==> config.mk <==
export PLATFORM = sky130hd
export DESIGN_NAME = sram_arbiter
export DESIGN_NICKNAME = d
export VERILOG_FILES = /design/src/rtl/sram_pkg.sv /design/src/rtl/rr_arb2.sv /design/src/rtl/sram_arbiter.sv
export SDC_FILE = /design/constraint.sdc
export NUM_CORES = 1
export LEC_CHECK = 0
export ABC_AREA = 1
export CORE_AREA = 5 5 125 127
export CTS_CLUSTER_DIAMETER = 30
export DETAILED_ROUTE_END_ITERATION = 6
export DIE_AREA = 0 0 130 132
export HOLD_SLACK_MARGIN = 0.1
export PLACE_DENSITY = 0.8
export REMOVE_ABC_BUFFERS = 1
export SLEW_MARGIN = 10
export SYNTH_ARGS = -nofsm -noshare
export SYNTH_HDL_FRONTEND = slang
export SYNTH_SLANG_ARGS = --single-unit
==> constraint.sdc <==
create_clock -name clk -period 1.74 [get_ports clk]
set_input_delay 0.261 -clock clk [delete_from_list [all_inputs] [get_ports clk]]
set_output_delay 0.261 -clock clk [all_outputs]
set_load 0.02 [all_outputs]
==> src/rtl/sram_pkg.sv <==
// Shared types and constants for the SRAM controller arbiter.
package sram_pkg;

    localparam int unsigned SRAM_ADDR_W = 21;
    localparam int unsigned SRAM_DATA_W = 32;
    localparam int unsigned LAT_W       = 4;
    localparam int unsigned DEF_RD_LAT  = 6;
    localparam int unsigned DEF_WR_LAT  = 4;

    typedef enum logic [1:0] {
        IDLE  = 2'd0,
        ISSUE = 2'd1,
        WAIT  = 2'd2,
        DONE  = 2'd3
    } state_e;

    // Latched command of the granted requester
    typedef struct packed {
        logic                   we;
        logic [SRAM_ADDR_W-1:0] addr;
        logic [SRAM_DATA_W-1:0] wdata;
    } sram_cmd_t;

endpackage

==> src/rtl/rr_arb2.sv <==
// Two-requester round-robin picker; last_q remembers the most recent grant.
module rr_arb2 (
    input  logic       clk,
    input  logic       rst,
    input  logic [1:0] req_i,
    input  logic       grant_en_i,
    output logic       any_c,
    output logic       gnt_c
);

    logic last_q;

    // On a tie the port that was not granted last wins
    always_comb begin
        any_c = |req_i;
        gnt_c = 1'b0;
        if (req_i == 2'b10) begin
            gnt_c = 1'b1;
        end else if (req_i == 2'b11) begin
            gnt_c = ~last_q;
        end
    end

    always_ff @(posedge clk) begin
        if (rst) begin
            last_q <= 1'b1;
        end else if (grant_en_i && any_c) begin
            last_q <= gnt_c;
        end
    end

endmodule

==> src/rtl/sram_arbiter.sv <==
// Shares one SRAM controller between fetch (port 0) and data (port 1)
// with round-robin arbitration and fixed per-command latency.
module sram_arbiter
    import sram_pkg::*;
#(
    parameter int unsigned RD_LAT = DEF_RD_LAT,
    parameter int unsigned WR_LAT = DEF_WR_LAT
) (
    input  logic                   clk,
    input  logic                   rst,
    input  logic                   p0_req,
    input  logic                   p0_we,
    input  logic [SRAM_ADDR_W-1:0] p0_addr,
    input  logic [SRAM_DATA_W-1:0] p0_wdata,
    output logic                   p0_ack,
    output logic [SRAM_DATA_W-1:0] p0_rdata,
    input  logic                   p1_req,
    input  logic                   p1_we,
    input  logic [SRAM_ADDR_W-1:0] p1_addr,
    input  logic [SRAM_DATA_W-1:0] p1_wdata,
    output logic                   p1_ack,
    output logic [SRAM_DATA_W-1:0] p1_rdata,
    output logic                   mem_wr_en,
    output logic                   mem_rd_en,
    output logic [SRAM_ADDR_W-1:0] mem_addr,
    output logic [SRAM_DATA_W-1:0] mem_wr_data,
    input  logic [SRAM_DATA_W-1:0] mem_rd_data,
    output logic                   busy
);

    state_e                 state_q, state_d;
    logic [LAT_W-1:0]       cnt_q, cnt_d;
    sram_cmd_t              cmd_q, cmd_d;
    logic                   win_q, win_d;
    logic                   rd_en_q, rd_en_d;
    logic                   wr_en_q, wr_en_d;
    logic                   ack0_q, ack0_d;
    logic                   ack1_q, ack1_d;
    logic [SRAM_DATA_W-1:0] rdata0_q, rdata0_d;
    logic [SRAM_DATA_W-1:0] rdata1_q, rdata1_d;
    logic                   busy_q, busy_d;
    logic                   grant_en;
    logic                   any_c;
    logic                   gnt_c;

    rr_arb2 u_rr_arb2 (
        .clk        (clk),
        .rst        (rst),
        .req_i      ({p1_req, p0_req}),
        .grant_en_i (grant_en),
        .any_c      (any_c),
        .gnt_c      (gnt_c)
    );

    // Enables and acks are computed one cycle ahead so they land registered
    always_comb begin
        state_d  = state_q;
        cnt_d    = cnt_q;
        cmd_d    = cmd_q;
        win_d    = win_q;
        rd_en_d  = 1'b0;
        wr_en_d  = 1'b0;
        ack0_d   = 1'b0;
        ack1_d   = 1'b0;
        rdata0_d = rdata0_q;
        rdata1_d = rdata1_q;
        grant_en = 1'b0;

        case (state_q)
            IDLE: begin
                if (any_c) begin
                    grant_en = 1'b1;
                    win_d    = gnt_c;
                    cmd_d    = gnt_c ? '{we: p1_we, addr: p1_addr, wdata: p1_wdata}
                                     : '{we: p0_we, addr: p0_addr, wdata: p0_wdata};
                    rd_en_d  = ~cmd_d.we;
                    wr_en_d  = cmd_d.we;
                    state_d  = ISSUE;
                end
            end
            ISSUE: begin
                cnt_d   = cmd_q.we ? LAT_W'(WR_LAT) : LAT_W'(RD_LAT);
                rd_en_d = ~cmd_q.we;
                wr_en_d = cmd_q.we;
                state_d = WAIT;
            end
            WAIT: begin
                cnt_d = cnt_q - LAT_W'(1);
                if (cnt_q == LAT_W'(1)) begin
                    state_d = DONE;
                    ack0_d  = ~win_q;
                    ack1_d  = win_q;
                    if (!cmd_q.we) begin
                        if (win_q) rdata1_d = mem_rd_data;
                        else       rdata0_d = mem_rd_data;
                    end
                end else begin
                    rd_en_d = ~cmd_q.we;
                    wr_en_d = cmd_q.we;
                end
            end
            DONE: begin
                state_d = IDLE;
            end
            default: begin
                state_d = IDLE;
            end
        endcase

        busy_d = (state_d != IDLE);
    end

    always_ff @(posedge clk) begin
        if (rst) begin
            state_q  <= IDLE;
            cnt_q    <= '0;
            cmd_q    <= '0;
            win_q    <= 1'b0;
            rd_en_q  <= 1'b0;
            wr_en_q  <= 1'b0;
            ack0_q   <= 1'b0;
            ack1_q   <= 1'b0;
            rdata0_q <= '0;
            rdata1_q <= '0;
            busy_q   <= 1'b0;
        end else begin
            state_q  <= state_d;
            cnt_q    <= cnt_d;
            cmd_q    <= cmd_d;
            win_q    <= win_d;
            rd_en_q  <= rd_en_d;
            wr_en_q  <= wr_en_d;
            ack0_q   <= ack0_d;
            ack1_q   <= ack1_d;
            rdata0_q <= rdata0_d;
            rdata1_q <= rdata1_d;
            busy_q   <= busy_d;
        end
    end

    assign p0_ack      = ack0_q;
    assign p1_ack      = ack1_q;
    assign p0_rdata    = rdata0_q;
    assign p1_rdata    = rdata1_q;
    assign mem_rd_en   = rd_en_q;
    assign mem_wr_en   = wr_en_q;
    assign mem_addr    = cmd_q.addr;
    assign mem_wr_data = cmd_q.wdata;
    assign busy        = busy_q;

endmodule

==> impl_metrics.csv <==
group,metric,value,unit
layout,fill_cells,1252,
layout,fin_cells,1201,
critical_path,worst-path-buf-inv,1,
clock_network,hold_buffers,0,
detailed_routing,via_per_inst,4.92,
clock_network,worstSkewPairLatency,0.43,ns
critical_path,critical-path-max-stage-delay,0.64,ns
timing,setup_viol,0,
synth,synth_top_family_by_area,"simple AND/OR/NAND/NOR gates",
critical_path,start_kind,"flop",
layout,fin_area,0.00899,sq mm
synth,ys_warn_count,0,
synth,yosysTopAreaCellShare,44.2,%
layout,register_area,0.00262,sq mm
clock_network,cts_tree,"built",
timing,postLayoutSetupSlackWorst,0.0830,ns
hold_path,hp-class,"in2reg",
critical_path,crit_slowest_cell,"clkdlybuf4s50_1",
global_routing,grt_max_degree,65,
timing,holdWs,0.441,ns
synth,synth.distinct_cells,29,
timing,slew_headroom,74.7,%
timing,grt_setup_unrepaired,"no",
power_and_ir_drop,total_leakage_power,3.68,nW
clock_network,numCtsBuffers,17,
clock_network,htree_levels,4,
timing,fin_crit_sh,95.2,%
layout,multi_input_area,0.00255,sq mm
critical_path,cp_max_fo,2,
placed_design,port_buffers,265,
floorplan,die_x,130,microns
timing,fin_crit,1.66,ns
floorplan,dieArea,0.0172,sq mm
timing,hold_viol,0,
layout,final_nets,1155,
detailed_routing,drc,0,
synth,synth_flop_cell,"dfxtp_1",
global_routing,grt_pass1_vias,5780,
placed_design,dp_slack,0.0387,ns
detailed_routing,drtPass1Iterations,5,
synth,ys_ff_latch,131,
clock_network,cts-root-buf,"clkbuf_16",
critical_path,critical-path-top-delay-family,"buffers and inverters",
floorplan,fp.coreArea,0.0143,sq mm
synth,synth_edf_count,0,
timing,slew_violations,0,
synth,netlist_top_cells_area,"dfxtp_1, nand2_1, nor2_1",
timing,fmax,0.603,GHz
critical_path,cp.required,1.48,ns
synth,yosys.area_share.simple,28.7,%
global_routing,overflow,0,
detailed_routing,wl_per_cell,15.7,microns
timing,worst_pin_slew,0.379,ns
detailed_routing,drt-initial-drc-count,430,
floorplan,initial_core_util,41.4,%
critical_path,crit_path_cell_trace,"clkdlybuf4s50_1",
layout,drive_gt1_share,6.50,%
synth,synth_fa_ha_area_share,1.48,%
synth,yosys.area.top_type,"dfxtp_1",
critical_path,arrival,1.40,ns
clock_network,cts-resized-gates,0,
synth,synth-xor-area-share,0.148,%
placed_design,dp_hpwl,13300,microns
synth,postSynth.asyncResetShare,0,%
critical_path,critical_path_class,"reg2out",
global_routing,antenna_found_initial,1,
power_and_ir_drop,vdd.ir_drop.worst,760,uV
detailed_routing,wl,18800,microns
placed_design,placed_area,0.00837,sq mm
job,maxCapViolCount,0,
floorplan,rows,44,
detailed_routing,vias,5912,
global_routing,grtUsageTotal,21.6,%
timing,fin_worst_skew,0.00986,ns
synth,synthCells,807,
power_and_ir_drop,pwr_density_cell,1380,mW/mm^2
synth,synth_area_per_cell,7.35,sq um
critical_path,cp-end-kind,"output port",
clock_network,clock_sinks,131,
layout,layout_common_cells,"clkdlybuf4s50_1, nand2_1, nor2_1, dfxtp_1, o21ai_0",
placed_design,dp_cells,1169,
layout,layout_commonest_cell,"clkdlybuf4s50_1",
clock_network,post_cts_buffers,0,
synth,yosysSeqAreaShare,44.2,%
timing,finalSetupTns,0,ns
clock_network,cts.reportedPaths.clkPinSlew,0.06,ns
floorplan,die_h,132,microns
floorplan,ios,266,
detailed_routing,ant_nets,0,
synth,netlist_area,0.00593,sq mm
global_routing,grt_pass1_wl,29300,microns
layout,syn_to_final_growth,51.7,%
synth,synth_compound_area_share,12.7,%
clock_network,clockBufferDepth,2,
synth,yosys-mux-area-fraction,0,%
placed_design,gp_congestion,0.871,
status,outcome,"finished, final reports clean",
## logic make-up after synthesis
group                    count (synthesis)
buffers and inverters                  123
AND/OR/NAND/NOR                        396
XOR/XNOR                                 1
flip-flops                             131
adder cells (fa/ha/maj)                  7
AO/OA/AOI/OAI                          149
## state kept, by name, indices dropped and copies added, names as in the netlist, 2 cells and up
signal,flops
cnt_q,4
p0_rdata,32
p1_rdata,32
mem_wr_data,32
mem_addr,21
state_q,2
## tightest hold or removal path, stage by stage
cell,delay (ns)
clkdlybuf4s50_1,0.40
a21oi_1,0.12
nor2_1,0.04
## cell type report
class                   instances  share of cell area (%)
flip-flops and latches        131                    29.2
repair buffers                284                    32.2
inverters                      17                   0.724
clock inverters                13                    2.03
well taps                     184                    2.56
clock buffers                  18                    4.88
multi-input cells             553                    28.4
diodes                          1                  0.0278
## metal layers
| metal | global-route usage [%] | vias to the layer above | routed length, microns | part of all wire (%) |
|---|---|---|---|---|
| met5 | 0 | - | 0 | 0 |
| met4 | 8.43 | 0 | 378 | 2.0 |
| met3 | 10.7 | 28 | 2410 | 13 |
| met2 | 34.9 | 249 | 8830 | 47 |
| met1 | 24.3 | 2683 | 7220 | 38 |
| li1 | - | 2952 | - | - |
## where the power goes
part           switching (mW)  internal, mW
clock                    1.37          2.43
sequential              0.326          3.63
combinational            2.63          2.01
total                    4.33          8.07
## final timing paths
path | end | cells past startpoint | slack [ns] | start
setup / recovery | mem_addr[3] | 1 | 0.08 | mem_addr[3]
hold / removal | mem_wr_data[20] | 3 | 0.44 | p1_wdata[20]
setup reg to reg | p0_rdata[24] | 9 | 0.15 | state_q[0]
hold reg to reg | p0_rdata[12] | 2 | 0.46 | p0_rdata[12]
## stage by stage
| step | utilization (%) | power [mW] |
|---|---|---|
| floorplan | - | 6.44 |
| global placement | 58.5 | 8.58 |
| detailed placement | 58.5 | 8.67 |
| CTS | 62.8 | 12.5 |
| global route | 62.8 | 13.1 |
| finish | 62.8 | 12.4 |
## cells in the mapped netlist (3+ instances only)
library cell / instances
nand2_1: 160
ha_1: 7
o21ai_1: 5
o21ai_0: 80
nand3b_1: 33
buf_6: 3
buf_4: 60
a21oi_1: 61
clkbuf_1: 13
nor3_1: 33
nor2_2: 3
inv_1: 13
buf_2: 25
inv_2: 4
buf_1: 3
nor2_1: 157
dfxtp_1: 131
Note: power is estimated with default switching activity, not from simulation.
==> RTL edit 1, RTL diff (same flow settings) <==
Take the reset off `rdata1_q` and load it in a clocked block of its own.
--- a/src/rtl/sram_arbiter.sv
+++ b/src/rtl/sram_arbiter.sv
@@ -121,7 +121,6 @@
             ack0_q   <= 1'b0;
             ack1_q   <= 1'b0;
             rdata0_q <= '0;
-            rdata1_q <= '0;
             busy_q   <= 1'b0;
         end else begin
             state_q  <= state_d;
@@ -133,9 +132,12 @@
             ack0_q   <= ack0_d;
             ack1_q   <= ack1_d;
             rdata0_q <= rdata0_d;
-            rdata1_q <= rdata1_d;
             busy_q   <= busy_d;
         end
+    end
+
+    always_ff @(posedge clk) begin
+        rdata1_q <= rdata1_d;
     end
 
     assign p0_ack      = ack0_q;
Check against the original RTL: differs if rst is asserted again (counterexample within 10 cycles, from zero or initial values and one cycle with rst high); with rst held inactive, the same outputs for 10 cycles.
==> RTL edit 1 against the original RTL <==
  * Sequential cell count unchanged
  * Area after synthesis decreased by 2.8%
  * Sequential share of layout area rose by 4.1 points
  * Final area down 1.6%
  * Routed wire length down 12%
  * Worst setup slack worse by 0.0040 ns
  * Count of clock-buffer cells in the layout is 3 higher
  * Power fell by 2.0%
  * Critical endpoint is now mem_addr[1]
==> RTL edit 1: results (changes against the original RTL) <==
| Metric | Value |
|---|---|
| Synth area leaders | dfxtp_1 34%, edfxtp_1 17%, nand2_1 11%, nor2_1 8.1%, buf_4 7.2% (was dfxtp_1 44%, nand2_1 10%, nor2_1 9.9%, buf_4 7.6%, o21ai_0 6.8%) |
| WL/cell | 15.1 um (was 15.7 um) |
| Routed wl met2 | 7.75 mm (was 8.83 mm) |
| DR vias | 5,229 (was 5,912) |
| Sw Pwr | 0.00415 W (was 0.00433 W) |
| XOR/XNOR Fraction of Synth Area | 0.00152 (was 0.00148) |
| Status | complete, no violations (unchanged) |
| NumNets Final | 1,056 (was 1,155) |
| Initial antenna violation count | 0 (was 1) |
| Clk_skew | 0.0142 ns (was 0.00986 ns) |
| Overall Global Routing Usage | 0.191 (was 0.216) |
| Worst slew pin tran | 0.371 ns (was 0.379 ns) |
| Worst VDD drop | 698 uV (was 760 uV) |
| Commonest cells in the synthesized netlist | 162 x nand2_1, 124 x nor2_1, 99 x dfxtp_1 (was 160 x nand2_1, 157 x nor2_1, 131 x dfxtp_1) |
| Share of layout cells above drive strength 1 | 0.0664 (was 0.0650) |
| Synth Area in Compound Gates | 0.104 (was 0.127) |
| Met3 WL | 2.18 mm (was 2.41 mm) |
| Vias in the first global route | 5,065 (was 5,780) |
| Met1 Routed Length | 6.41 mm (was 7.22 mm) |
| Drt first pass iters | 6 (was 5) |
| Post-synth EDFFs | 32 (was 0) |
| DP HPWL | 12.3 mm (was 13.3 mm) |
| Clock share of power | 0.289 (was 0.306) |
| Final Wtd Congestion | 0.788 (was 0.871) |
| DRT iter0 DRCs | 308 (was 430) |
-- RTL edit 1: cell types whose count changed after synthesis, moves of 4 or more --
cell	change
nor2_1	-33
dfxtp_1	-32
edfxtp_1	+32
o21ai_0	-31
nor3_1	-29
clkbuf_1	-8
buf_4	-5
buf_6	+4
-- RTL edit 1: cell families (layout without fill, tap and decap cells) --
kind of cell               after synthesis  in the layout
and+or+nand+nor                        331            331
adders and majority gates                7              7
DFF                                    131            131
xor gates and xnor gates                 1              1
buffers and inverters                  111            331
AOI/OAI and AO/OA                      117            117
-- RTL edit 1: per-layer routing --
metal,up-vias,global-route usage
met2,257,0.303
li1,2621,-
met5,-,0
met3,18,0.0908
met1,2333,0.222
met4,0,0.0739
-- RTL edit 1: through the flow --
step / cells / setup slack [ns] / instance area [um2] / util / setup TNS (ns)
finish: 1102 / 0.0790 / 8850 / 0.618 / 0
global route: 1102 / 0.00941 / 8850 / 0.618 / 0
CTS: 1102 / 0.0252 / 8850 / 0.618 / 0
detailed placement: 1070 / 0.0763 / 8260 / 0.577 / 0
global placement: 1070 / 0.106 / 8260 / 0.577 / 0
floorplan: 604 / -2.00 / 5110 / - / -114.79
-- RTL edit 1: final cells by class --
type                    count  area (um2)
clock buffers              21         460
clock inverters            11         126
fillers                  1224        5460
inverters                  17        63.8
multi-input cells         456        2120
flip-flops and latches    131        2940
well taps                 184         230
repair buffers            282        2910
-- RTL edit 1: final timing paths --
check	start	endpoint	slack, ns	depth (start not counted)
hold reg to reg	p0_rdata[31]	p0_rdata[31]	0.46	2
setup reg to reg	state_q[0]	p0_rdata[7]	0.16	8
setup / recovery	mem_addr[1]	mem_addr[1]	0.08	1
hold / removal	mem_rd_data[18]	p1_rdata[18]	0.43	1
==> RTL edit 2, RTL diff (same flow settings) <==
Made on the original files. Set the package constant `SRAM_DATA_W` to 40 (it was 32).
--- a/src/rtl/sram_pkg.sv
+++ b/src/rtl/sram_pkg.sv
@@ -2,7 +2,7 @@
 package sram_pkg;
 
     localparam int unsigned SRAM_ADDR_W = 21;
-    localparam int unsigned SRAM_DATA_W = 32;
+    localparam int unsigned SRAM_DATA_W = 40;
     localparam int unsigned LAT_W       = 4;
     localparam int unsigned DEF_RD_LAT  = 6;
     localparam int unsigned DEF_WR_LAT  = 4;
Interface: changed (6 resized); port bits go from 266 to 314. No check against the original RTL was run, so the function may have changed too.
==> RTL edit 2 against the original RTL <==
  * Global-route usage grew 4.1 points
  * Worst hold slack better by 0.0040 ns
  * Sequential cell count up 24
  * Worst setup slack lost 0.036 ns
  * Largest power group unchanged
  * Power grew 11%
  * Largest cell class unchanged
  * Highest routed layer is now met5
  * Final area is 16% higher
  * Area after synthesis up 17%
  * Routed wire length up 21%
==> RTL edit 2: results (changes against the original RTL) <==
| Metric | Value |
|---|---|
| Status | complete, no violations (unchanged) |
| Drt first pass iters | 5 (unchanged) |
| CP Capture Point | mem_addr[13] (was mem_addr[3]) |
| Synth area leaders | dfxtp_1 45%, nor2_1 10%, nand2_1 10%, buf_4 7.7%, o21ai_0 6.9% (was dfxtp_1 44%, nand2_1 10%, nor2_1 9.9%, buf_4 7.6%, o21ai_0 6.8%) |
| Top cell type's share of synthesized area | 0.447 (was 0.442) |
| Synthesized instance count | 946 (was 807) |
| Antenna cell count | 0 (was 1) |
| Hold_ws | 0.445 ns (was 0.441 ns) |
| DR vias | 7,032 (was 5,912) |
| CTS Buffer Depth | 2 (unchanged) |
| Worst setup path start | mem_addr[13] (was mem_addr[3]) |
| Post-DP Area | 9840 um2 (was 8370 um2) |
| Placed cell count | 1,345 (was 1,169) |
| Ys Warns | 0 (unchanged) |
| I/O Buffers | 313 (was 265) |
| Worst VDD drop | 992 uV (was 760 uV) |
| F_max | 591 MHz (was 603 MHz) |
| Worst slew pin tran | 0.338 ns (was 0.379 ns) |
| Worst R2R Setup Slack | 0.19 ns (was 0.15 ns) |
| Clk_skew | 0.00697 ns (was 0.00986 ns) |
| DP HPWL | 16.2 mm (was 13.3 mm) |
| Share of layout cells above drive strength 1 | 0.0604 (was 0.0650) |
| Worst R2R Path Depth | 8 (was 9) |
| DRT iter0 DRCs | 446 (was 430) |
| Arrival @ worst endpoint | 1.43 ns (was 1.40 ns) |
| Post-Route WL | 22.7 mm (was 18.8 mm) |
| CP Max Fanout | 2 (unchanged) |
| Cts repair resizes | 0 (unchanged) |
| Leak | 4.26 nW (was 3.68 nW) |
| CP max-delay cell | clkdlybuf4s50_1 (unchanged) |
| Final Non-Filler Cells | 1,377 (was 1,201) |
| Reg clk slew, reported paths | 0.06 ns (about the same) |
| End of the worst register-to-register path | p0_rdata[7] (was p0_rdata[24]) |
| Commonest cells in the synthesized netlist | 191 x nor2_1, 184 x nand2_1, 155 x dfxtp_1 (was 160 x nand2_1, 157 x nor2_1, 131 x dfxtp_1) |
| H-Tree Depth | 4 (unchanged) |
| Vias in the first global route | 6,645 (was 5,780) |
| Pin count of the biggest net entering global routing | 57 (was 65) |
| Overall Global Routing Usage | 0.257 (was 0.216) |
| First-pass GRT wire length | 35.2 mm (was 29.3 mm) |
| Post-synth ARST share | 0 (unchanged) |
| DP Worst Slack | 0.0394 ns (was 0.0387 ns) |
| Most numerous cell in the Yosys netlist | nor2_1 (was nand2_1) |
| Later-pin clock latency in the skew report | 0.42 ns |
| Final Wtd Congestion | 0.855 (was 0.871) |
| Netlist cell types | 27 (was 29) |
| Post-synthesis sequential area ratio | 0.447 (was 0.442) |
==> RTL edit 2: layer usage <==
layer | share of wire | vias to the layer above | global-route usage
met1 | 0.39 | 3185 | 0.321
met3 | 0.12 | 45 | 0.0924
li1 | - | 3458 | -
met5 | 0.00057 | - | 0
met4 | 0.028 | 2 | 0.0982
met2 | 0.47 | 342 | 0.406
==> RTL edit 2: cell families (layout without fill, tap and decap cells) <==
kind of cell / count (synthesis) / in the layout / synth area share
xor gates and xnor gates: 1 / 1 / 0.00126
DFF: 155 / 155 / 0.447
adders and majority gates: 7 / 7 / 0.0126
AOI/OAI and AO/OA: 173 / 173 / 0.126
and+or+nand+nor: 468 / 468 / 0.290
buffers and inverters: 142 / 389 / 0.123
==> RTL edit 2: area by class of cell <==
type,instances,area (um2)
well taps,184,230
inverters,17,65.1
repair buffers,340,3450
clock buffers,22,484
flip-flops and latches,155,3100
fillers,1126,3880
multi-input cells,649,2990
clock inverters,10,115
==> RTL edit 2: how the worst min path moves through the flow <==
stage	to	depth (start not counted)	startpoint
after detailed placement	u_rr_arb2.last_q	2	u_rr_arb2.last_q
after floorplan	cmd_q[61]	1	rst
after global routing	mem_addr[18]	3	p1_addr[18]
after CTS	mem_addr[18]	3	p1_addr[18]
final	mem_wr_data[12]	3	p1_wdata[12]
after global placement	p0_rdata[33]	2	p0_rdata[33]
==> RTL edit 2: power by group <==
| part | switching (W) | internal, W | total [W] | leakage (nW) |
|---|---|---|---|---|
| Clock | 0.00148 | 0.00226 | 0.00374 | 0.288 |
| Sequential | 0.000392 | 0.00426 | 0.00465 | 1.27 |
| Combinational | 0.00303 | 0.00235 | 0.00538 | 2.71 |
